===== config.mk =====
export PLATFORM = sky130hd
export DESIGN_NAME = seg_display_ctrl_flat
export DESIGN_NICKNAME = d
export VERILOG_FILES = /design/src/rtl/seg_display_pkg.sv /design/src/rtl/seg_display_ctrl_if.sv /design/src/rtl/seg_display_ctrl_bin2bcd.sv /design/src/rtl/seg_display_ctrl.sv /design/src/flat_wrapper.sv
export SDC_FILE = /design/constraint.sdc
export NUM_CORES = 1
export LEC_CHECK = 0
export CORE_MARGIN = 3
export CORE_UTILIZATION = 25
export DETAILED_ROUTE_END_ITERATION = 8
export PLACE_DENSITY_LB_ADDON = 0.1
export SYNTH_ARGS = -nofsm -noshare
export SYNTH_HDL_FRONTEND = slang
export SYNTH_SLANG_ARGS = --single-unit

===== constraint.sdc =====
create_clock -name clk -period 23.1 [get_ports clk]
set_input_delay 4.62 -clock clk [delete_from_list [all_inputs] [get_ports clk]]
set_output_delay 4.62 -clock clk [all_outputs]
set_load 0.01 [all_outputs]

===== src/rtl/seg_display_pkg.sv =====
// rtl/seg_display_pkg.sv - segment codes and decode helper for the 4-digit scan controller
package seg_display_pkg;

    localparam logic [6:0] SEG_0     = 7'b1000000;
    localparam logic [6:0] SEG_1     = 7'b1111001;
    localparam logic [6:0] SEG_2     = 7'b0100100;
    localparam logic [6:0] SEG_3     = 7'b0110000;
    localparam logic [6:0] SEG_4     = 7'b0011001;
    localparam logic [6:0] SEG_5     = 7'b0010010;
    localparam logic [6:0] SEG_6     = 7'b0000010;
    localparam logic [6:0] SEG_7     = 7'b1111000;
    localparam logic [6:0] SEG_8     = 7'b0000000;
    localparam logic [6:0] SEG_9     = 7'b0010000;
    localparam logic [6:0] SEG_BLANK = 7'b1111111;
    localparam logic [6:0] SEG_DASH  = 7'b0111111;

    localparam logic [13:0] MAX_DISPLAY = 14'd9999;

    // Active-low {g,f,e,d,c,b,a}; non-decimal codes come out dark.
    function automatic logic [6:0] bcd_to_seg(input logic [3:0] d);
        logic [6:0] s;
        case (d)
            4'd0:    s = SEG_0;
            4'd1:    s = SEG_1;
            4'd2:    s = SEG_2;
            4'd3:    s = SEG_3;
            4'd4:    s = SEG_4;
            4'd5:    s = SEG_5;
            4'd6:    s = SEG_6;
            4'd7:    s = SEG_7;
            4'd8:    s = SEG_8;
            4'd9:    s = SEG_9;
            default: s = SEG_BLANK;
        endcase
        return s;
    endfunction

endpackage


===== src/rtl/seg_display_ctrl_if.sv =====
// rtl/seg_display_ctrl_if.sv - value load and display pin bundle for seg_display_ctrl
interface seg_display_ctrl_if;
    logic [13:0] value;
    logic        load;
    logic [3:0]  an;
    logic [6:0]  seg;
    logic        ovf;

    modport master (
        output value,
        output load,
        input  an,
        input  seg,
        input  ovf
    );

    modport slave (
        input  value,
        input  load,
        output an,
        output seg,
        output ovf
    );
endinterface


===== src/rtl/seg_display_ctrl_bin2bcd.sv =====
// rtl/seg_display_ctrl_bin2bcd.sv - combinational 14-bit binary to BCD (double dabble)
module bin2bcd (
    input  logic [13:0] bin,
    output logic [4:0]  thousands,
    output logic [3:0]  hundreds,
    output logic [3:0]  tens,
    output logic [3:0]  ones
);
    // Thousands column is never add-3 corrected, so it ends up as a plain binary count (0..16).
    logic [30:0] sr;

    always_comb begin
        sr = {17'd0, bin};
        for (int i = 0; i < 14; i++) begin
            if (sr[17:14] >= 4'd5) sr[17:14] = sr[17:14] + 4'd3;
            if (sr[21:18] >= 4'd5) sr[21:18] = sr[21:18] + 4'd3;
            if (sr[25:22] >= 4'd5) sr[25:22] = sr[25:22] + 4'd3;
            sr = sr << 1;
        end
        ones      = sr[17:14];
        tens      = sr[21:18];
        hundreds  = sr[25:22];
        thousands = sr[30:26];
    end
endmodule


===== src/rtl/seg_display_ctrl.sv =====
// rtl/seg_display_ctrl.sv - 4-digit multiplexed common-anode 7-segment scan controller
module seg_display_ctrl
    import seg_display_pkg::*;
#(
    parameter int unsigned REFRESH_DIV = 50000,
    parameter bit          BLANK_LZ    = 1'b1
) (
    input  logic               clk,
    input  logic               rst,
    seg_display_ctrl_if.slave  bus
);
    localparam int unsigned    CNT_W    = (REFRESH_DIV > 1) ? $clog2(REFRESH_DIV) : 1;
    localparam logic [CNT_W-1:0] CNT_LAST = CNT_W'(REFRESH_DIV - 1);

    logic [13:0]      value_q, value_d;
    logic [CNT_W-1:0] div_cnt_q, div_cnt_d;
    logic [1:0]       idx_q, idx_d;
    logic [3:0]       an_q, an_d;
    logic [6:0]       seg_q, seg_d;
    logic             ovf_q, ovf_d;

    logic [4:0] th;
    logic [3:0] hu, te, on;
    logic [3:0] digit;
    logic       blank;

    bin2bcd u_bin2bcd (
        .bin       (value_q),
        .thousands (th),
        .hundreds  (hu),
        .tens      (te),
        .ones      (on)
    );

    always_comb begin
        value_d   = bus.load ? bus.value : value_q;
        div_cnt_d = div_cnt_q + CNT_W'(1);
        idx_d     = idx_q;
        if (div_cnt_q == CNT_LAST) begin
            div_cnt_d = '0;
            idx_d     = idx_q + 2'd1;
        end

        // Outputs follow the pre-edge idx and value_q, giving one cycle of latency.
        an_d  = ~(4'b0001 << idx_q);
        ovf_d = (value_q > MAX_DISPLAY);

        digit = on;
        blank = 1'b0;
        case (idx_q)
            2'd0: begin
                digit = on;
                blank = 1'b0;
            end
            2'd1: begin
                digit = te;
                blank = (th == 5'd0) && (hu == 4'd0) && (te == 4'd0);
            end
            2'd2: begin
                digit = hu;
                blank = (th == 5'd0) && (hu == 4'd0);
            end
            default: begin
                digit = th[3:0];
                blank = (th == 5'd0);
            end
        endcase
        blank = blank && BLANK_LZ;

        if (ovf_d)      seg_d = SEG_DASH;
        else if (blank) seg_d = SEG_BLANK;
        else            seg_d = bcd_to_seg(digit);
    end

    always_ff @(posedge clk) begin
        if (rst) begin
            value_q   <= '0;
            div_cnt_q <= '0;
            idx_q     <= '0;
            an_q      <= 4'b1111;
            seg_q     <= SEG_BLANK;
            ovf_q     <= 1'b0;
        end else begin
            value_q   <= value_d;
            div_cnt_q <= div_cnt_d;
            idx_q     <= idx_d;
            an_q      <= an_d;
            seg_q     <= seg_d;
            ovf_q     <= ovf_d;
        end
    end

    assign bus.an  = an_q;
    assign bus.seg = seg_q;
    assign bus.ovf = ovf_q;

endmodule

===== src/flat_wrapper.sv =====
// flat-port wrapper written by rule: the top's interface ports become plain ports
module seg_display_ctrl_flat import seg_display_pkg::*;
#(
    parameter int unsigned REFRESH_DIV = 50000,
    parameter bit          BLANK_LZ    = 1'b1
)
  (clk, rst, bus_value, bus_load, bus_an, bus_seg, bus_ovf);
  seg_display_ctrl_if bus_i ();
  input  logic clk;
  input  logic rst;
  input wire logic [$bits(bus_i.value)-1:0] bus_value;
  input wire logic [$bits(bus_i.load)-1:0] bus_load;
  output wire logic [$bits(bus_i.an)-1:0] bus_an;
  output wire logic [$bits(bus_i.seg)-1:0] bus_seg;
  output wire logic [$bits(bus_i.ovf)-1:0] bus_ovf;
  assign bus_i.value = bus_value;
  assign bus_i.load = bus_load;
  assign bus_an = bus_i.an;
  assign bus_seg = bus_i.seg;
  assign bus_ovf = bus_i.ovf;
  seg_display_ctrl #(.REFRESH_DIV(REFRESH_DIV), .BLANK_LZ(BLANK_LZ)) u_core (.clk(clk), .rst(rst), .bus(bus_i));
endmodule

# ---- Word level (Yosys, flattened, before mapping)
# Memory sizes are Yosys's and may differ from the RTL's.
# Index checks and enable logic that the tools add are counted.
dict set report totals {
  reg_bits 44
  latchBits 0
  mem_bits_rw 0
  romBits 112
  out_inout_bits 12
  elab_cells 136
  memories 1
}
dict set report classes {
  addsub 38
  mul 0
  div_mod_pow 0
  order_cmp 37
  n_eq_ne 3
  shifts 1
  mux 40
  bitwise 1
  reduce_logical 8
}
# memory words word_bits rd rd_clocked_by_memory_dff write_ports line
set memory_table {}
lappend memory_table {{(name not given)} 16 7 1 0 0 seg_display_pkg.sv:22} ;# case (d)
# op n
set op_table {}
lappend op_table {{$ge 4x3->1 const B} 33}
lappend op_table {{$add 4x2->4 const B} 28}
lappend op_table {{$mux 4} 28}
lappend op_table {{$mux 3} 8}
lappend op_table {{$add 16x1->16 const B} 1}
lappend op_table {{$eq 16x16->1 const B} 1}
lappend op_table {{$add 3x2->3 const B} 5}
lappend op_table {{$gt 14x14->1 const B} 1}
lappend op_table {{$mux 7} 2}
lappend op_table {{$pmux 4 s3} 1}
lappend op_table {{$logic_not 4->1} 2}
lappend op_table {{$add 1x2->3 const AB} 2}
lappend op_table {{$ge 1x3->1 const AB} 2}
lappend op_table {{$logic_not 5->1} 1}
lappend op_table {{$not 4->4} 1}
lappend op_table {{$shl 1x2->4 const A} 1}
lappend op_table {{$add 1x2->3 const B} 1}
lappend op_table {{$ge 1x3->1 const B} 1}
lappend op_table {{$pmux 1 s3} 1}
lappend op_table {{$reduce_or 3->1} 1}
lappend op_table {{$add 2x1->2 const B} 1}
lappend op_table {{$eq 2x1->1 const B} 1}
lappend op_table {{$eq 2x2->1 const B} 1}
lappend op_table {{$logic_and 1x1->1} 2}
lappend op_table {{2 further kinds} 2}

# ---- Depth between registers and ports, before layout
dict set report logic_depth {
  ltp_word 32
  mapped_depth 63
  mapped_depth_nobuf 59
}

# ---- Modules after synthesis
# From an unflattened synthesis, not the netlist that was laid out.
dict set report unflattened {
  hier_cells 836
  hier_area_um2 6165.9
}
# mod instances cells_per_inst area_each_um2
set by_module_without_submodules {}
lappend by_module_without_submodules {bin2bcd 1 618 4191.5}
lappend by_module_without_submodules {seg_display_ctrl 1 218 1974.4}

# ---- Least setup slack after synthesis
# No wires, ideal clock.
dict set report synth_path {
  path_type {register to register}
  start {register u_core.value_q[11]}
  end {register u_core.seg_q[6], in the netlist u_core.bus.seg[6]}
  setup_ps 134
  arrival_ps 10656
  path_slack_ps 12310
  path_stages_with_launch 57
  n_path_buf 3
  period_less_slack_ps 10790
  cell_sequence {dfxtp_1 > buf_2 > inv_1 > ha_1 > inv_1 > ha_1 > buf_2 > a21oi_2 > xnor2_1 > inv_1 > ha_1 > nor2b_1 > buf_2 > a211o_1 > a2111oi_2 > inv_1 > ha_1 > nand2b_1 > [21 not listed] > ha_1 > nor3_1 > a221oi_2 > a21oi_1 > ha_1 > inv_1 > a21o_1 > a22o_1 > ha_1 > nor2b_1 > a211o_1 > nand3_1 > a221oi_1 > a211oi_2 > inv_1 > ha_1 > nor4_1 > o311ai_1}
}
dict set report synth_via {
  elab_chain_len 28
  elab_cells_between_ends 101
  classes_between {add/sub: 30; order compare: 31; mux: 34; reduce/logical: 5; memory: 1}
}
# element line
set synth_lines {}
lappend synth_lines {{start, declared} seg_display_ctrl.sv:15} ;# logic [13:0] value_q, value_d;
lappend synth_lines {{start signal, assigned} seg_display_ctrl.sv:84} ;# value_q <= value_d;
lappend synth_lines {{parallel branches: the longest is 27 deep, another holds $add 4x2->4} -}
lappend synth_lines {{$mux 7 *} seg_display_ctrl.sv:70} ;# if (ovf_d) seg_d = SEG_DASH;
lappend synth_lines {{end signal, assigned} seg_display_ctrl.sv:88} ;# seg_q <= seg_d;
lappend synth_lines {{end, declared} seg_display_ctrl.sv:19} ;# logic [6:0] seg_q, seg_d;
# Mark *: on every way between the ends.
# A chain may end at the register's enable or synchronous reset.

# ---- Worst setup path in the final report
# Same ends and word-level chain as after synthesis.

==> flow_summary.toml <==
[clock_tree]
cell_at_the_root_of_the_clock_tree = "sky130_fd_sc_hd__clkbuf_16"
cts_buffer_depth = 2
postCtsSetupRepairBufs = 0
cts.sink_count = 44
cts_hold_buf = 0
clk_pin_slew_worst_paths_ns = 0.06
clk_latency_ns = 0.29
tritoncts_clock_tree = "yes"
cts_max_level = 2
cells_resized_by_post_cts_repair = 0
total_cts_buffers = 5

[floorplan]
floorplan.die.width_um = 164
initial_core_util = 0.255
dieHeight_um = 164
placementRows = 57
ios = 29
die_area_um2 = 26800
core_um2 = 24400

[routing]
route.detailed.wl_per_inst_um = 15.5
drt_iter0_markers = 344
drc = 0
finalWirelength_mm = 17.7
routed-via-count = 6083
drt.antenna.violating_nets = 0
detail_route.vias_per_cell = 5.32
drtPass1Iterations = 6

[timing]
maxClockFrequency_ghz = 0.0796
relative_max_transition_margin = 0.362
timing_worst_slew_pin_value_ns = 0.954
setup_viol = 0
layout_min_cycle_time_ns = 12.56
fin_crit_sh = 0.544
report.final.hold_viol_count = 0
finalMaxSlewViolations = 0
worst_clock_skew_ns = 0.00443
rsz0062_at_grt = "no"
timing.setup.tns_ns = 0

[setup_path]
setup.worst_path.end_class = "flop"
path_buf_inv = 9
critical_path.top_delay_family = "compound AO/OA/AOI/OAI gates"
crit_path_frequent_cell = "sky130_fd_sc_hd__ha_1"
criticalPathCategory = "flop to flop"
critical_path.startpoint_type = "flop"
slowest_delay_ns = 0.68
slowest_stage = "sky130_fd_sc_hd__a41oi_1"
timing.critical_path.required_ns = 23.26
worst-path-max-fanout = 11
critical_path_arrival_ns = 12.73

[placed_design]
placer_congestion = 0.810
detailedPlacementHpwl_mm = 13.9
numPortBuffers = 28

[layout]
layout_common_cells = "84 x sky130_fd_sc_hd__nor2_1, 57 x sky130_fd_sc_hd__nand2_1, 55 x sky130_fd_sc_hd__a21oi_1"
antenna_cells = 0
fin_nets = 875
final.fill_count = 2677
flow.area_growth_from_synthesis_pct = 11.5
drive_above_1_share = 0.104
layout_commonest_cell = "sky130_fd_sc_hd__nor2_1"

[synth]
syn-num-nets = 868
synth.top_cell.area_share = 0.142
post_synth_inst_count = 812
synth.lib_cells_used.distinct = 107
synth_ff_type = "sky130_fd_sc_hd__dfxtp_1"
seq_area_frac_synth = 0.142
synth.avg_cell_area_um2 = 7.66
ys.warnings.count = 0
number_of_synthesized_flops_with_an_enable_pin = 0
ys_ff_latch = 44
ys_async_sr_fraction = 0
post_synth_instance_area_um2 = 6220
synth_top_cells_by_area = "sky130_fd_sc_hd__dfxtp_1 14%, sky130_fd_sc_hd__ha_1 7.8%, sky130_fd_sc_hd__mux2i_1 6.3%"
synth_top_area_cell = "sky130_fd_sc_hd__dfxtp_1"

[grt]
antenna_violations_before_repair = 0
global_route_wire_length_before_repair_mm = 29.6
grt_pass1_vias = 5800
globalRouteOverflowTotal = 0
groute.usage.overall = 0.133
grt_start_max_net_pins = 23

[worst_hold_path]
min-delay-path-class = "flop to flop"

[outcome]
outcome = "complete, no violations"

[run]
max-cap-violations = 0
==> cell usage after synthesis (all sizes together), types with 9 or more instances <==
cell and count:
nand2 58, nor2 87, nand4 9, a31oi 10, a21oi 59, a211oi 19, inv 50, o22ai 9
nor3 28, nor4 11, nand3 30, a221oi 9, xnor2 22, ha 39, dfxtp 44, o211ai 19
mux2i 41, o21ai 41, a21o 11, clkbuf 18, buf 15, a211o 9
==> layer usage <==
| metal | routed length, µm | vias up | global-route usage |
|---|---|---|---|
| met2 | 7620 | 116 | 0.204 |
| met1 | 9410 | 2847 | 0.202 |
| met4 | 208 | 0 | 0.0300 |
| li1 | - | 3109 | - |
| met5 | 0 | - | 0 |
| met3 | 463 | 11 | 0.0101 |
==> flip-flops by register name, summed over array words and instances (netlist names) <==
register          flops
u_core.div_cnt_q     16
u_core.value_q       14
u_core.bus.seg        7
u_core.bus.an         4
u_core.idx_q          2
u_core.bus.ovf        1
==> stage by stage <==
stage | hold slack, ns | setup WS [ns] | cell area, µm² | cells | util
floorplan | 0.426 | 12.31 | 6220 | 812 | -
global placement | 0.444 | 10.80 | 6800 | 1136 | 0.279
detailed placement | 0.450 | 10.63 | 6800 | 1136 | 0.279
CTS | 0.464 | 10.58 | 6940 | 1143 | 0.284
global route | 0.481 | 9.23 | 6940 | 1143 | 0.284
finish | 0.459 | 10.54 | 6940 | 1143 | 0.284
==> cell families after synthesis <==
| kind of cell | after synthesis | synth area share |
|---|---|---|
| and+or+nand+nor | 277 | 0.217 |
| xor gates and xnor gates | 29 | 0.0473 |
| DFF | 44 | 0.142 |
| buffers and inverters | 84 | 0.0537 |
| adders and majority gates | 39 | 0.0785 |
| AOI/OAI and AO/OA | 289 | 0.374 |
| muxes | 50 | 0.0877 |
==> layout make-up <==
type	instances	area (µm²)	area share
clock buffer	5	125	0.0180
sequential	44	881	0.127
inverter	51	191	0.0276
timing repair buffer	33	318	0.0458
tap	324	405	0.0584
clock inverter	2	12.5	0.00180
multi-input combinational	684	5000	0.721
==> final timing paths <==
path / from / endpoint / slack (ns) / cells after the start
hold / removal: u_core.div_cnt_q[0]$_SDFF_PP0_ / u_core.div_cnt_q[0]$_SDFF_PP0_ / 0.46 / 1
setup reg to reg: u_core.value_q[11]$_SDFFE_PP0P_ / u_core.bus.seg[6]$_SDFF_PP1_ / 10.54 / 53
setup / recovery: u_core.value_q[11]$_SDFFE_PP0P_ / u_core.bus.seg[6]$_SDFF_PP1_ / 10.54 / 53
hold reg to reg: u_core.div_cnt_q[0]$_SDFF_PP0_ / u_core.div_cnt_q[0]$_SDFF_PP0_ / 0.46 / 1
Power is left out: the tool's default activity adds up to more than one toggle a clock period on the data nets, which glitch-free logic cannot reach.
